===== src/rtl/wb_arbiter.sv =====
// wb_arbiter
// Shares the single register-file write port among N_REQ execution units.
// A round-robin arbiter picks one valid request per cycle and loads it into a
// registered writeback stage. The stage drives the register-file write port
// and the pending-table free port, so a busy bit clears on the same edge the
// result is written.
//
// Unit indices: 0 = ALU, 1 = MUL/DIV, 2 = MEM.
// Register r0 is hard-wired: requests for r0 complete the handshake but never
// assert rf_we. Freeing r0 is the idle no-op value on free_rn.

module wb_arbiter #(
    parameter int N_REQ  = 3,
    parameter int DATA_W = 64,
    parameter int RN_W   = 7
) (
    input  logic                     clk,
    input  logic                     rst_n,

    input  logic [N_REQ-1:0]         req_valid,
    output logic [N_REQ-1:0]         req_ready,
    input  logic [N_REQ*RN_W-1:0]    req_rn,
    input  logic [N_REQ*DATA_W-1:0]  req_data,

    input  logic                     wb_stall,

    output logic                     rf_we,
    output logic [RN_W-1:0]          rf_wa,
    output logic [DATA_W-1:0]        rf_wd,

    output logic [RN_W-1:0]          free_rn
);

    localparam int RR_W = (N_REQ > 1) ? $clog2(N_REQ) : 1;

    // Candidate index arithmetic needs one spare bit so rr + offset cannot
    // overflow before the wrap-around subtraction.
    localparam logic [RR_W:0]   N_REQ_X = (RR_W+1)'(N_REQ);
    localparam logic [RR_W-1:0] RR_LAST = RR_W'(N_REQ - 1);

    logic                 out_valid;
    logic [RN_W-1:0]      out_rn;
    logic [DATA_W-1:0]    out_data;
    logic [RR_W-1:0]      rr;

    logic                 can_accept;
    logic [N_REQ-1:0]     win;
    logic [RR_W-1:0]      win_idx;
    logic                 found;
    logic [RR_W:0]        cand;
    logic [RN_W-1:0]      sel_rn;
    logic [DATA_W-1:0]    sel_data;
    logic                 transfer;

    // The stage can take a new result when it is empty or draining this cycle.
    // Holding ready low during reset keeps a handshake from being lost while
    // the stage is forced empty.
    assign can_accept = rst_n & (~out_valid | ~wb_stall);

    // Round-robin search: scan upward from rr with wrap-around, first valid wins.
    always_comb begin
        win     = '0;
        win_idx = '0;
        found   = 1'b0;
        cand    = '0;
        for (int k = 0; k < N_REQ; k++) begin
            cand = {1'b0, rr} + (RR_W+1)'(k);
            if (cand >= N_REQ_X) begin
                cand = cand - N_REQ_X;
            end
            if (!found && req_valid[cand[RR_W-1:0]]) begin
                found                 = 1'b1;
                win[cand[RR_W-1:0]]   = 1'b1;
                win_idx               = cand[RR_W-1:0];
            end
        end
    end

    assign req_ready = win & {N_REQ{can_accept}};
    assign transfer  = |req_ready;

    // One-hot select of the winning unit's destination register and result.
    always_comb begin
        sel_rn   = '0;
        sel_data = '0;
        for (int i = 0; i < N_REQ; i++) begin
            if (win[i]) begin
                sel_rn   = sel_rn   | req_rn[i*RN_W +: RN_W];
                sel_data = sel_data | req_data[i*DATA_W +: DATA_W];
            end
        end
    end

    // Pointer moves just past the granted unit; holds when nothing transfers.
    always_ff @(posedge clk or negedge rst_n) begin
        if (!rst_n) begin
            rr <= '0;
        end else if (transfer) begin
            rr <= (win_idx == RR_LAST) ? '0 : win_idx + 1'b1;
        end
    end

    // Writeback stage: refill on a transfer, drain when the port is free,
    // otherwise hold the pending result through the stall.
    always_ff @(posedge clk or negedge rst_n) begin
        if (!rst_n) begin
            out_valid <= 1'b0;
            out_rn    <= '0;
            out_data  <= '0;
        end else if (transfer) begin
            out_valid <= 1'b1;
            out_rn    <= sel_rn;
            out_data  <= sel_data;
        end else if (!wb_stall) begin
            out_valid <= 1'b0;
        end
    end

    assign rf_we   = out_valid & (out_rn != '0);
    assign rf_wa   = out_rn;
    assign rf_wd   = out_data;
    assign free_rn = (out_valid & ~wb_stall) ? out_rn : '0;

    // At most one unit is ever granted, and the pointer stays in range.
    always_ff @(posedge clk) begin
        if (rst_n) begin
            assert ($onehot0(req_ready))
                else $error("wb_arbiter: more than one req_ready asserted");
            assert (rr <= RR_LAST)
                else $error("wb_arbiter: round-robin pointer out of range");
        end
    end

endmodule


===== config.mk =====
export PLATFORM = sky130hd
export DESIGN_NAME = wb_arbiter
export DESIGN_NICKNAME = d
export VERILOG_FILES = /design/src/rtl/wb_arbiter.sv
export SDC_FILE = /design/constraint.sdc
export NUM_CORES = 1
export LEC_CHECK = 0
export ABC_AREA = 0
export CORE_MARGIN = 1
export CORE_UTILIZATION = 32
export DETAILED_ROUTE_END_ITERATION = 12
export GPL_ROUTABILITY_DRIVEN = 0
export PLACE_DENSITY = 0.79
export REMOVE_ABC_BUFFERS = 1
export SYNTH_ARGS = -nofsm -noshare
export SYNTH_HDL_FRONTEND = slang
export SYNTH_SLANG_ARGS = --single-unit

===== constraint.sdc =====
create_clock -name clk -period 2.6 [get_ports clk]
set_input_delay 0.52 -clock clk [delete_from_list [all_inputs] [get_ports clk]]
set_output_delay 0.52 -clock clk [all_outputs]
set_load 0.02 [all_outputs]

==> run_results.csv <==
group,metric,value,unit
run_status,status,"finished, violations left",
run_status,violations,"negative setup slack",
timing,slew_headroom,34.6,%
placed_design,dpl-instance-area,7510,um2
yosys,netlist_instances,394,
cts,cts.reportedPaths.clkPinSlew,0.06,ns
global_route,grt_pass1_wl,23300,um
global_route,grt_max_degree,76,
finish,area_growth_syn_to_layout,97.6,%
timing,fin_skew,0.00770,ns
finish,drive_gt1_share,12.4,%
yosys,netlist_area,4220,um2
timing,slew_viol_final,0,
timing,setup_tns,-7.24,ns
run,drv_cap,0,
yosys,yosys_warnings,0,
timing,tightest_slew,0.981,ns
pwr,powerDensity,1370,nW/um2
placed_design,place_inst,860,
cts,cts_buffers,9,
route,wl,17300,um
cts,root_buffer,"clkbuf_16",
yosys,synth_enable_flop_cells,0,
timing,hold_violations,0,
cts,worst_skew_pair.late_latency,0.33,ns
cts,cts_tree,"done",
finish,finish.utilization,65.5,%
pwr,leakage,3.50,nW
timing,setup_viol,76,
route,drc,0,
finish,final_cell_area,8330,um2
timing,fin_crit,2.77,ns
die,die_y,117,um
route,antenna_left,0,
die,initial_core_util,33.2,%
pwr,ir_drop,625,uV
cts,ctsHtreeMaxLevel,3,
finish,final_common_cell,"clkdlybuf4s50_1",
pwr,finalPower,11.4,mW
timing,fin_crit_sh,107,%
route,drt-pass1-iter-count,9,
die,row_count,41,
worst_setup_path,cp_max_fo,7,
finish,nFillCells,1017,
worst_setup_path,startpoint_type,"flip-flop",
route,vias,4705,
placed_design,hpwl,11700,um
cts,cts_buffer_depth,2,
yosys,yosysSeqAreaShare,43.9,%
die,core_area,12700,um2
global_route,track_usage,22.5,%
finish,diodes,0,
worst_setup_path,cp-end-kind,"output pin",
cts,numClockSinks,74,
die,fp.dieW,117,um
placed_design,io_buffers,300,
route,viasPerCell,5.29,
route,drt_iter0_markers,393,
timing,layout_setup_ws,-0.171,ns
die,pin_count,301,
worst_setup_path,crit_type,"flip-flop to output pin",
yosys,ys_ff_latch,74,
timing,fmax,0.361,GHz
yosys,synth_cell_types,38,
yosys,synth_flop_cell,"dfrtp_1",
route,routedWlPerCell,19.5,um
global_route,grt_pass1_vias,4636,
timing,grt_setup_unrepaired,"true",
finish,fin_cells,889,
die,die_area,13600,um2
global_route,grt_overflow,0,
worst_setup_path,worstPathRequired,2.08,ns
min_path,min_path_type,"primary input to async pin",
yosys,synth-async-reset-ratio,100,%
finish,final_cell_mix,"clkdlybuf4s50_1 (293), inv_1 (74), dfrtp_1 (73), mux2i_1 (72), a222oi_1 (71)",
global_route,antenna_found_initial,0,
finish,nets,935,
worst_setup_path,arrival,2.25,ns
yosys,avgSynthCellArea,10.7,um2
-- sequential cells by signal (all words and copies together), names as in the netlist --
register	cells
rf_wa	7
rf_wd	64
rr	2
out_valid	1
-- Yosys cell counts (2+ instances only) --
cell	n	area share (%)
ha_1	4	1.2
o21ai_1	3	0.36
o21ai_0	3	0.36
a21oi_1	4	0.47
nand2_1	6	0.53
mux2i_1	74	18
dfrtp_1	74	44
nand2b_1	3	0.45
inv_1	76	6.8
clkbuf_1	13	1.2
nor2b_1	6	0.89
buf_6	9	2.4
buf_1	8	0.71
and2_1	7	1.0
nor2_1	4	0.36
buf_2	6	0.71
a21boi_0	2	0.36
a222oi_1	71	17
mux2_1	2	0.53
-- metal layers --
metal / global-route usage, % / wire (um) / up-vias / share of wire [%]
met4: 9.03 / 360 / 0 / 2.1
met1: 25.0 / 6340 / 2290 / 37
li1: - / - / 2137 / -
met2: 42.3 / 9240 / 251 / 53
met5: 0 / 0 / - / 0
met3: 4.33 / 1360 / 27 / 7.8
-- what timing repair did --
item	CTS	global route
buffers inserted	5	0
gates resized for setup	53	24
hold buffers	0	0
endpoints found under the setup margin	76	76
cloned	1	7
pin swaps	8	4
-- power by group --
| part | internal, mW | switching, mW | total (mW) |
|---|---|---|---|
| clock network | 0.991 | 0.481 | 1.47 |
| registers | 1.77 | 0.362 | 2.14 |
| logic | 3.83 | 3.98 | 7.81 |
-- metrics by stage --
step                hold slack [ns]  setup WS [ns]
global route                  0.540         -0.255
global placement              0.504         -0.662
floorplan                     0.224          -5.94
finish                        0.467         -0.171
CTS                           0.505         -0.103
detailed placement            0.510         -0.845
-- cells by family after synthesis --
| family | after synthesis | share of synthesized area (%) |
|---|---|---|
| compound gates | 96 | 20.9 |
| flops | 74 | 43.9 |
| fa+ha+maj | 4 | 1.19 |
| buf+inv | 112 | 11.7 |
| simple gates | 32 | 4.15 |
| mux | 76 | 18.1 |
-- final cells by class --
class / count / area (um2) / share of cell area [%]
Timing Repair Buffer: 342 / 3530 / 42.3
Multi-Input combinational cell: 209 / 2100 / 25.2
Sequential cell: 74 / 1850 / 22.2
Inverter: 76 / 285 / 3.42
Clock buffer: 12 / 256 / 3.08
Tap cell: 172 / 215 / 2.58
Clock inverter: 4 / 97.6 / 1.17
-- critical path, cell delays in order, from the launching register on --
cell	delay, ns
dfrtp_1	0.40
buf_4	0.15
ha_4	0.17
buf_6	0.13
nand3b_1	0.17
o21a_1	0.23
o311ai_2	0.15
a22o_4	0.26
nor2b_4	0.13
buf_6	0.14
-- worst paths after layout --
check | slack (ns) | start | depth (start not counted) | to
min | 0.47 | rst_n | 2 | out_valid
max | -0.17 | rr[1] | 9 | req_ready[0]
min reg2reg | 0.51 | rf_wd[49] | 2 | rf_wd[49]
max reg2reg | -0.14 | rr[1] | 11 | rf_wd[61]
max in group asynchronous | 1.41 | rst_n | 2 | rr[0]
min in group clk | 0.51 | rf_wd[49] | 2 | rf_wd[49]
No activity file was read; power rests on OpenSTA's default activity.
